### config.mk
export PLATFORM = sky130hd
export DESIGN_NAME = dot_product_loader
export DESIGN_NICKNAME = d
export VERILOG_FILES = /design/src/rtl/dp_pkg.sv /design/src/rtl/dot_product_loader.sv
export SDC_FILE = /design/constraint.sdc
export NUM_CORES = 1
export LEC_CHECK = 0
export BUFFER_PORTS_ARGS = -buffer_cell sky130_fd_sc_hd__buf_2
export CORE_AREA = 2 2 243 245
export DETAILED_ROUTE_END_ITERATION = 8
export DIE_AREA = 0 0 245 247
export PLACE_DENSITY = 0.57
export SYNTH_ARGS = -nofsm -noshare
export SYNTH_HDL_FRONTEND = slang
export SYNTH_SLANG_ARGS = --single-unit
### constraint.sdc
create_clock -name clk -period 2.9 [get_ports clk]
set_clock_uncertainty 0.15 [all_clocks]
set_input_delay 0.725 -clock clk [delete_from_list [all_inputs] [get_ports clk]]
set_output_delay 0.725 -clock clk [all_outputs]
set_load 0.01 [all_outputs]
### src/rtl/dp_pkg.sv
// Shared types and widths for the dot_product datapath and its loader front-end.
package dp_pkg;

  localparam int unsigned WORD_W   = 32;
  localparam int unsigned DP_N     = 8;
  localparam int unsigned DP_RES_W = WORD_W;
  localparam int unsigned DP_VEC_W = WORD_W * DP_N;

  typedef enum logic [1:0] {
    LOAD_A  = 2'd0,
    LOAD_B  = 2'd1,
    COMPUTE = 2'd2,
    OUT     = 2'd3
  } dp_load_state_t;

endpackage

### src/rtl/dot_product_loader.sv
// Packs a stream of words into vectors A and B, holds them for the combinational
// dot_product datapath, then captures and presents the result on valid/ready.
module dot_product_loader
  import dp_pkg::*;
#(
  parameter int unsigned N = 8
) (
  input  logic                  clk,
  input  logic                  rst_n,
  input  logic [WORD_W-1:0]     in_data,
  input  logic                  in_valid,
  output logic                  in_ready,
  output logic [WORD_W*N-1:0]   a_vec,
  output logic [WORD_W*N-1:0]   b_vec,
  input  logic [DP_RES_W-1:0]   dp_result,
  output logic [DP_RES_W-1:0]   res_data,
  output logic                  res_valid,
  input  logic                  res_ready,
  output logic                  busy
);

  localparam int unsigned IDX_W = (N > 1) ? $clog2(N) : 1;
  localparam int unsigned VEC_W = WORD_W * N;
  localparam logic [IDX_W-1:0] IDX_LAST = IDX_W'(N - 1);

  dp_load_state_t      r_state;
  dp_load_state_t      w_state_nxt;
  logic [IDX_W-1:0]    r_idx;
  logic [IDX_W-1:0]    w_idx_nxt;
  logic [VEC_W-1:0]    r_a_vec;
  logic [VEC_W-1:0]    w_a_vec_nxt;
  logic [VEC_W-1:0]    r_b_vec;
  logic [VEC_W-1:0]    w_b_vec_nxt;
  logic [DP_RES_W-1:0] r_res_data;
  logic [DP_RES_W-1:0] w_res_data_nxt;
  logic                r_res_valid;
  logic                w_res_valid_nxt;
  logic                w_load_state;

  // State and datapath registers; reset discards any partial load or pending result.
  always_ff @(posedge clk) begin
    if (!rst_n) begin
      r_state     <= LOAD_A;
      r_idx       <= '0;
      r_a_vec     <= '0;
      r_b_vec     <= '0;
      r_res_data  <= '0;
      r_res_valid <= 1'b0;
    end else begin
      r_state     <= w_state_nxt;
      r_idx       <= w_idx_nxt;
      r_a_vec     <= w_a_vec_nxt;
      r_b_vec     <= w_b_vec_nxt;
      r_res_data  <= w_res_data_nxt;
      r_res_valid <= w_res_valid_nxt;
    end
  end

  // Next-state: element writes in the load states, result capture on COMPUTE exit.
  always_comb begin
    w_state_nxt     = r_state;
    w_idx_nxt       = r_idx;
    w_a_vec_nxt     = r_a_vec;
    w_b_vec_nxt     = r_b_vec;
    w_res_data_nxt  = r_res_data;
    w_res_valid_nxt = r_res_valid;
    unique case (r_state)
      LOAD_A: begin
        if (in_valid) begin
          w_a_vec_nxt[WORD_W*32'(r_idx) +: WORD_W] = in_data;
          if (r_idx == IDX_LAST) begin
            w_idx_nxt   = '0;
            w_state_nxt = LOAD_B;
          end else begin
            w_idx_nxt = r_idx + IDX_W'(1);
          end
        end
      end
      LOAD_B: begin
        if (in_valid) begin
          w_b_vec_nxt[WORD_W*32'(r_idx) +: WORD_W] = in_data;
          if (r_idx == IDX_LAST) begin
            w_idx_nxt   = '0;
            w_state_nxt = COMPUTE;
          end else begin
            w_idx_nxt = r_idx + IDX_W'(1);
          end
        end
      end
      COMPUTE: begin
        w_res_data_nxt  = dp_result;
        w_res_valid_nxt = 1'b1;
        w_state_nxt     = OUT;
      end
      OUT: begin
        if (res_ready) begin
          w_res_valid_nxt = 1'b0;
          w_idx_nxt       = '0;
          w_state_nxt     = LOAD_A;
        end
      end
      default: begin
        w_state_nxt = LOAD_A;
        w_idx_nxt   = '0;
      end
    endcase
  end

  // Handshake decode from the state register only, forced low while in reset.
  always_comb begin
    w_load_state = (r_state == LOAD_A) || (r_state == LOAD_B);
    in_ready     = rst_n && w_load_state;
    busy         = rst_n && !((r_state == LOAD_A) && (r_idx == '0));
  end

  assign a_vec     = r_a_vec;
  assign b_vec     = r_b_vec;
  assign res_data  = r_res_data;
  assign res_valid = r_res_valid;

endmodule

Word-level counts from Yosys, hierarchy flattened
Cells that the tools add are included.
- output and inout bits: 547
- logic and storage cells: 49
- bits in registers: 550
- input port bits: 68
- reductions and logical operators: 15
- shifts and indexed selects: 2
- equal/unequal tests: 10
- multiplexer cells: 14
- add/sub/neg operators: 2
- operators by type and width (operator ; number):
    bitwise mux 256 bit ; 2
    variable shift 32 x 34 -> 256 bit, first input constant ; 1
    variable part select 32 x 34 -> 256 bit ; 1
    negator 8 -> 34 bit ; 1
    two-way mux 2 bit ; 5
    inequality test 2 bit, second input constant ; 5
    two-way mux 3 bit ; 3
    one-hot mux 2 bit (4 select lines) ; 1
    one-hot mux 3 bit (2 select lines) ; 1
    AND reduction 2 bit ; 3
    AND reduction 5 bit ; 1
    equality test 2 bit, second input constant ; 2
    nonzero test 2 bit ; 2
    adder 3 x 1 -> 3 bit, second input constant ; 1
    equality test 3 bit, second input constant ; 1
    logical AND 1 bit ; 3
    logical NOT 3 bit ; 1
    AND reduction 3 bit ; 1
    equality test 2 x 1 -> 1 bit, second input constant ; 1
    logical NOT 2 bit ; 1
    inequality test 2 x 1 -> 1 bit, second input constant ; 1
    one-hot mux 1 bit (2 select lines) ; 1
    OR reduction 2 bit ; 1
    logical NOT 1 bit ; 1
    2 further kinds ; 2

Logic depth before layout (Yosys ltp)
Gate-level depths: netlist of run 1.
- depth in word-level cells: 4
- mapped depth: 10
- gate-level depth less buffers: 6

Worst setup path after synthesis of run 1
OpenSTA, ideal clock, no wires.
- path kind: input -> output
- start: input rst_n
- end: output busy
- path slack: 268 ps
- data arrival time: 1757 ps
- data required time: 2025 ps
- path buffers: 3
- stages on the path: 4
- path through: buf_2 clkbuf_1 clkbuf_1 a21boi_0
- word-level cells in the longest chain between the ends: 1
- ends and longest elaborated chain (item ; line ; text):
    start: declaration ; dot_product_loader.sv:9 ; input logic rst_n,
    logical AND 1 bit ; dot_product_loader.sv:113 ; busy = rst_n && !((r_state == LOAD_A) && (r_idx == '0));
    end: declaration ; dot_product_loader.sv:19 ; output logic busy
No other way between the ends.

Worst setup path in the final report of run 1
- start: register r_idx[1]
- end: output busy
- word-level cells in the longest chain between the ends: 4
- ends and longest elaborated chain (item ; line ; text):
    start: declaration ; dot_product_loader.sv:28 ; logic [IDX_W-1:0] r_idx;
    start signal: assignment ; dot_product_loader.sv:51 ; r_idx <= w_idx_nxt;
    logical NOT 3 bit ; dot_product_loader.sv:113 ;
    logical AND 1 bit ; dot_product_loader.sv:113 ;
    logical NOT 1 bit ; dot_product_loader.sv:113 ;
    logical AND 1 bit ; dot_product_loader.sv:113 ;
No other way between the ends.

==> results of run 1 <==
cell families after synthesis:
kind of cell,count (synthesis)
and+or+nand+nor,754
DFF,550
muxes,548
buffers and inverters,145
adders and majority gates,9
AOI/OAI and AO/OA,8
area by class of cell:
type	instances	area (sq um)	area share, %
clock inverters	21	157.7	0.5980
diodes	4	10.01	0.03797
multi-input cells	1319	8860	33.61
clock buffers	85	1754	6.654
well taps	773	967.2	3.669
repair buffers	653	3578	13.57
flip-flops and latches	550	11010	41.77
inverters	6	22.52	0.08543
how the worst min path moves through the flow:
| stage | start | to | slack (ns) | cells past startpoint |
|---|---|---|---|---|
| CTS | dp_result[30] | res_data[30] | 0.18 | 3 |
| global placement | a_vec[172] | a_vec[172] | 0.29 | 2 |
| global route | dp_result[31] | res_data[31] | 0.21 | 3 |
| detailed placement | b_vec[127] | b_vec[127] | 0.29 | 2 |
| finish | dp_result[30] | res_data[30] | 0.22 | 3 |
| floorplan | a_vec[100] | a_vec[100] | 0.33 | 2 |
cells in the mapped netlist, types with 3 or more instances:
library cell and count:
mux2i_1 548, inv_1 6, nand3_1 15, ha_1 9, clkbuf_1 64, and2_1 3
buf_2 56, o21ai_0 3, nor2b_1 37, nand2_1 666, buf_6 3, nor2_1 8
dfxtp_1 550, buf_1 4, nand2b_1 3, buf_4 12, nand4_2 6
through the flow:
stage / instance area (sq um) / total power, uW / util (%)
finish: 26360 / 15610 / 45.26
floorplan: 20430 / 8118 / -
global placement: 24440 / 8428 / 41.96
CTS: 26350 / 15780 / 45.24
detailed placement: 24440 / 8442 / 41.96
global route: 26360 / 16140 / 45.26
power breakdown:
part | internal, uW | switching, uW
Sequential | 7590 | 18.5
Combinational | 193 | 472
Clock | 4270 | 3070
Total | 12100 | 3560
cells in the final DEF, fill, tap and decap left out, types with 5 or more instances in the layout:
cell and count:
mux2i_1 548, nor2_4 6, clkbuf_8 18, clkbuf_1 8
ha_1 8, dfxtp_1 549, clkinvlp_4 5, inv_1 6
nand4_4 6, clkbuf_16 59, nor2b_1 37, nand2_1 666
buf_2 612, clkinv_2 11, buf_4 24, buf_12 16
nand3_1 13
worst max-delay path, stage by stage, from the launching register on:
cell and delay, ns:
dfxtp_2 0.37, inv_1 0.06, ha_1 0.20, ha_1 0.25
a21boi_1 0.18, buf_4 0.18
registers in the layout, indices dropped and copies added (netlist names):
register,count
r_idx,3
a_vec,256
res_data,32
res_valid,1
b_vec,256
r_state,2
routing by layer:
metal,share of wire [%],up-vias
li1,-,7807
met3,6.7,129
met4,3.5,2
met1,44,7925
met2,46,496
met5,0.019,-
==> metrics.md, run 1 <==
| Metric | Value |
|---|---|
| Setup crit start | r_idx[1] |
| Top FF cell, synth | dfxtp_1 |
| Flop2flop setup slack | 0.39 ns |
| Worst setup path end | busy |
| Clock insertion delay at the later pin of the skew report | 0.61 ns |
| R2r startpoint | r_idx[1] |
| Mapped Cells | 2014 |
| Worst-margin pin slew | 0.7114 ns |
| Routed vias | 16.36k |
| Largest family of logic cells by synthesized area | multiplexers |
| Wire per inst | just over 20 um |
| FF-to-FF End | a_vec[65] |
| GRT Overall Usage | 21.85% |
| Busiest grt layer | met2 |
| Initial antenna violation count | 4 |
| Final #Nets | 2664 |
| Final min period | 2.726 ns |
| Met3 Use GR | 5.698% |
| Worst Path Arrival | 1.85 ns |
| CTS tree | yes |
| Synth area leaders | dfxtp_1, mux2i_1, nand2_1 |
| Initial core utilization | 35.09% |
| WS Path Type | reg -> out |
| Die ar. | 0.06052 sq mm |
| M1 GR Usage | 27.96% |
| Max-capacitance violation count | 0 |
| Lkg Pwr | ~0.013 uW |
| Post-Syn Area | 0.02043 sq mm |
| First-pass GRT wire length | 100.1 mm |
| Clock transition at path regs | ~0.07 ns |
| Complex-gate fraction of the synthesized area | 0.2633% |
| Cell variety after synth | 34 |
| Data required time of the critical path | just over 2 ns |
| Max clock buf depth | 3 |
| Worst-path fanout max | 5 |
| Worst hold margin | 0.2226 ns |
| Synth Area in XOR/XNOR | 0% |
| Adder-cell share of the synthesized area | 0.5511% |
| Syn nets | 2091 |
| Placement Rows | 89 |
| Final hold vios | 0 |
| Ys Warns | 0 |
| Unrepaired setup endpoints after global routing | no |
| 1st-iter DRT viols | between 700 and 800 |
| Post-synthesis simple-gate area fraction | 15.12% |
| CP Capture Type | output pin |
| Syn Area/Cell | between 10 and 15 sq um |
| Mux contribution to synthesized area | 26.84% |
| Fillers | 5541 |
| Detailed Place HPWL | 50.66 mm |
| CTS sink count | 550 |
| Hold buffer count at CTS | 0 |
| PD cells | 592.3 mW/mm^2 |
| Setup TNS | 0 ns |
| Area leader, netlist | dfxtp_1 |
| I/O pin total | 615 |
| Peak supply drop | 0.4206 mV |
| Largest net degree at the start of global routing | 100 |
| Setup violators final | 0 |
| Placer Congestion | 0.8714 |
| Final non-filler cell total | 3411 |
| Startpoint Class | flop |
| EDFF count, synth | 0 |
| PortBufs | 614 |
| Core area | approximately 0.058 sq mm |
| Via/cell ratio | between 4 and 5 |
| Min-delay worst type | in -> reg |
| # resized after CTS | 1 |
| Post-synth top area share | 53.88% |
| Part of the cycle the worst path needs | 94.01% |
| Pre-CTS WS | 0.3595 ns |
| Ys async rst share | 0% |
| H-tree depth | 2 |
| Area grow syn2layout | 29.00% |
| Fraction of layout cells with a size suffix above 1 | 29.38% |
| Sequential element share of the synthesized area | between 50 and 60% |
| Router iterations before antenna repair | 5 |
| Root buf cell | clkbuf_16 |
| GR Util met2 | 35.41% |
| Post-route DRC | 0 |
| Die Width | 245 um |
| Total Wirelength | 69.53 mm |
| Post-Place Cells | approximately 3.3k |
| Fin. max-slew vios | 0 |
| Final WS setup | between 0.15 and 0.2 ns |
| Routed Antenna Nets | 0 |
| Max_slew headroom | 52.58% |
| Setup repair bufs after CTS | 0 |
| Fmax | 366.8 MHz |
| Num CTS Buffers | 57 |
| Chip height | 247 um |
| Vias in the first global route | 15.87k |
| #FFs+latches synth | 550 |
| Worst R2R Path Depth | 7 |
| Status | complete, no violations |
| Congestion Overflow GR | 0 |
(Power assumes the default switching activity.)
==> run 2, diff against run 1 <==
--- a/config.mk
+++ b/config.mk
@@ -9,6 +9,7 @@
 export CORE_AREA = 2 2 243 245
 export DETAILED_ROUTE_END_ITERATION = 8
 export DIE_AREA = 0 0 245 247
+export GPL_TIMING_DRIVEN = 0
 export PLACE_DENSITY = 0.57
 export SYNTH_ARGS = -nofsm -noshare
 export SYNTH_HDL_FRONTEND = slang
==> run 2 against run 1 <==
Compared with the run above:
- hold slack improved by 0.0050 ns
- clock power barely moved
- utilization rose by 0.31 points
- design area up 0.68%
- critical path depth increased by 2
- power grew 0.43%
- critical endpoint unchanged
==> metrics.md, run 2 (synthesized netlist as in run 1, its figures left out) <==
| Metric | Value |
|---|---|
| Worst R2R Path Depth | 9 (was 7) |
| Final #Nets | 2766 (was 2664) |
| GRT Overall Usage | 24.92% (was 21.85%) |
| Final WS setup | 0.02612 ns (was 0.1737 ns) |
| First-pass GRT wire length | 112.5 mm (was 100.1 mm) |
| Post-DP Area | 0.02447 sq mm (was 0.02444 sq mm) |
| Placer Congestion | 0.8973 (was 0.8714) |
| Via/cell ratio | 4.827 (was 4.796) |
| Area grow syn2layout | 29.88% (was 29.00%) |
| Util after Layout | 45.57% (was 45.26%) |
| Fmax | 348.0 MHz (was 366.8 MHz) |
| Setup violators final | 0 (unchanged) |
| Flop2flop setup slack | 0.10 ns (was 0.39 ns) |
| CP Capture Type | output pin (unchanged) |
| Worst setup path end | busy (unchanged) |
| Commonest non-fill, non-tap cell in the layout | nand2_1 (unchanged) |
| Max clock buf depth | 3 (unchanged) |
| Num CTS Buffers | 59 (was 57) |
| Data required time of the critical path | 2.03 ns (about the same) |
| Core area | 0.05824 sq mm (unchanged) |
| Die ar. | 0.06052 sq mm (unchanged) |
| Final min period | 2.874 ns (was 2.726 ns) |
| R2r startpoint | r_idx[0] (was r_idx[1]) |
| FF-to-FF End | b_vec[92] (was a_vec[65]) |
| Initial core utilization | 35.09% (unchanged) |
| Peak supply drop | 0.4452 mV (was 0.4206 mV) |
| 1st-iter DRT viols | 806 (was 782) |
| Clock transition at path regs | 0.06 ns (was 0.07 ns) |
| Startpoint Class | flop (unchanged) |
| Fin. max-slew vios | 0 (unchanged) |
| PD cells | 590.8 mW/mm^2 (was 592.3 mW/mm^2) |
| Final hold vios | 0 (unchanged) |
| Placement Rows | 89 (unchanged) |
| Total Wirelength | 78.08 mm (was 69.53 mm) |
| Largest net degree at the start of global routing | 20 (was 100) |
| Part of the cycle the worst path needs | 99.10% (was 94.01%) |
| Routed vias | 16.93k (was 16.36k) |
| Unrepaired setup endpoints after global routing | yes (was no) |
| Most frequent cells in the layout | nand2_1, buf_2, dfxtp_1 (unchanged) |
| Clock insertion delay at the later pin of the skew report | 0.62 ns (was 0.61 ns) |
| Chip height | 247 um (unchanged) |
| Wire per inst | 22.26 um (was 20.38 um) |
| I/O pin total | 615 (unchanged) |
| Routed Antenna Nets | 0 (unchanged) |
| Worst-path fanout max | 10 (was 5) |
| Post-route DRC | 0 (unchanged) |
| H-tree depth | 2 (unchanged) |
| WS Path Type | reg -> out (unchanged) |
| Detailed Place HPWL | 61.73 mm (was 50.66 mm) |
| Pre-CTS WS | -0.5333 ns (was 0.3595 ns) |
| Vias in the first global route | 17.20k (was 15.87k) |
| Max_slew headroom | 40.15% (was 52.58%) |
| Worst Path Arrival | 2.00 ns (was 1.85 ns) |
| PortBufs | 614 (unchanged) |
| Congestion Overflow GR | 0 (unchanged) |
| Lkg Pwr | 0.01332 uW (was 0.01319 uW) |
| CTS tree | yes (unchanged) |
| Status | complete, no violations (unchanged) |
| CTS sink count | 550 (unchanged) |
| Max-capacitance violation count | 0 (unchanged) |
| Die Width | 245 um (unchanged) |
| Root buf cell | clkbuf_16 (unchanged) |
| Router iterations before antenna repair | 5 (unchanged) |
| Initial antenna violation count | 3 (was 4) |
| Fillers | 5669 (was 5541) |
| Fraction of layout cells with a size suffix above 1 | 29.38% (about the same) |
| Final Instance Area | 0.02654 sq mm (was 0.02636 sq mm) |
| Setup crit start | r_idx[0] (was r_idx[1]) |
| Min-delay worst type | in -> reg (unchanged) |
| Worst-margin pin slew | 0.8978 ns (was 0.7114 ns) |
run 2: changes by cell type in the layout (fill, tap and decap cells not counted), sizes merged:
cell      change
clkbuf       +72
diode         -3
clkinv        -2
bufinv        -1
clkinvlp      -3
buf          +34
inv           -1
run 2: what timing repair did:
| action | 4_1_cts | 5_1_grt |
|---|---|---|
| buffers inserted | 1 | 0 |
| hold buffers | 0 | 0 |
| resized for setup | 29 | 19 |
| endpoints found under the setup margin | 435 | 191 |
run 2: metrics by stage:
| step | cells | hold slack [ns] | setup TNS [ns] | power [uW] |
|---|---|---|---|---|
| 2_1_floorplan | 2014 | 0.3290 | 0 | 8118 |
| 3_3_place_gp | 3401 | 0.2900 | -32.42 | 8469 |
| 3_5_place_dp | 3401 | 0.2933 | -56.40 | 8483 |
| 4_1_cts | 3506 | 0.1894 | -1.386 | 15810 |
| 5_1_grt | 3507 | 0.2130 | -0.06479 | 16180 |
| 6_report | 3507 | 0.2277 | 0 | 15680 |
run 2: worst max-delay path: stages (launching register included):
cell      delay, ns
dfxtp_2        0.33
buf_6          0.13
buf_8          0.15
inv_1          0.07
ha_2           0.21
ha_4           0.19
a21boi_2       0.14
buf_4          0.16
run 2: power by group:
group | switching [uW] | internal, uW | total [uW]
Combinational | 535 | 197 | 732
Sequential | 19.5 | 7590 | 7610
Clock | 3120 | 4220 | 7340
Total | 3670 | 12000 | 15700
run 2: area by class of cell:
cell class / count / area, sq um / share of cell area, %
buffer: 138 / 705.7 / 2.659
inverter: 6 / 22.52 / 0.08486
antenna: 1 / 2.502 / 0.009429
tap: 773 / 967.2 / 3.644
clock inverter: 14 / 101.3 / 0.3819
sequential: 550 / 11010 / 41.49
clock buffer: 91 / 1788 / 6.737
multi-input combinational: 1319 / 8859 / 33.38
timing repair buffer: 615 / 3083 / 11.62
run 2: how the worst min path moves through the flow:
stage                             start  cells past startpoint  slack, ns           end
after floorplan              a_vec[100]                      2       0.33    a_vec[100]
after global placement        b_vec[49]                      2       0.29     b_vec[49]
after detailed placement     a_vec[179]                      2       0.29    a_vec[179]
after CTS                 dp_result[13]                      3       0.19  res_data[13]
after global routing      dp_result[13]                      3       0.21  res_data[13]
final                     dp_result[30]                      3       0.23  res_data[30]
run 2: per-layer routing:
metal,part of all wire (%),global-route usage [%]
met5,0.037,0
met4,2.9,7.622
met3,6.8,6.610
met2,49,43.45
met1,41,29.88
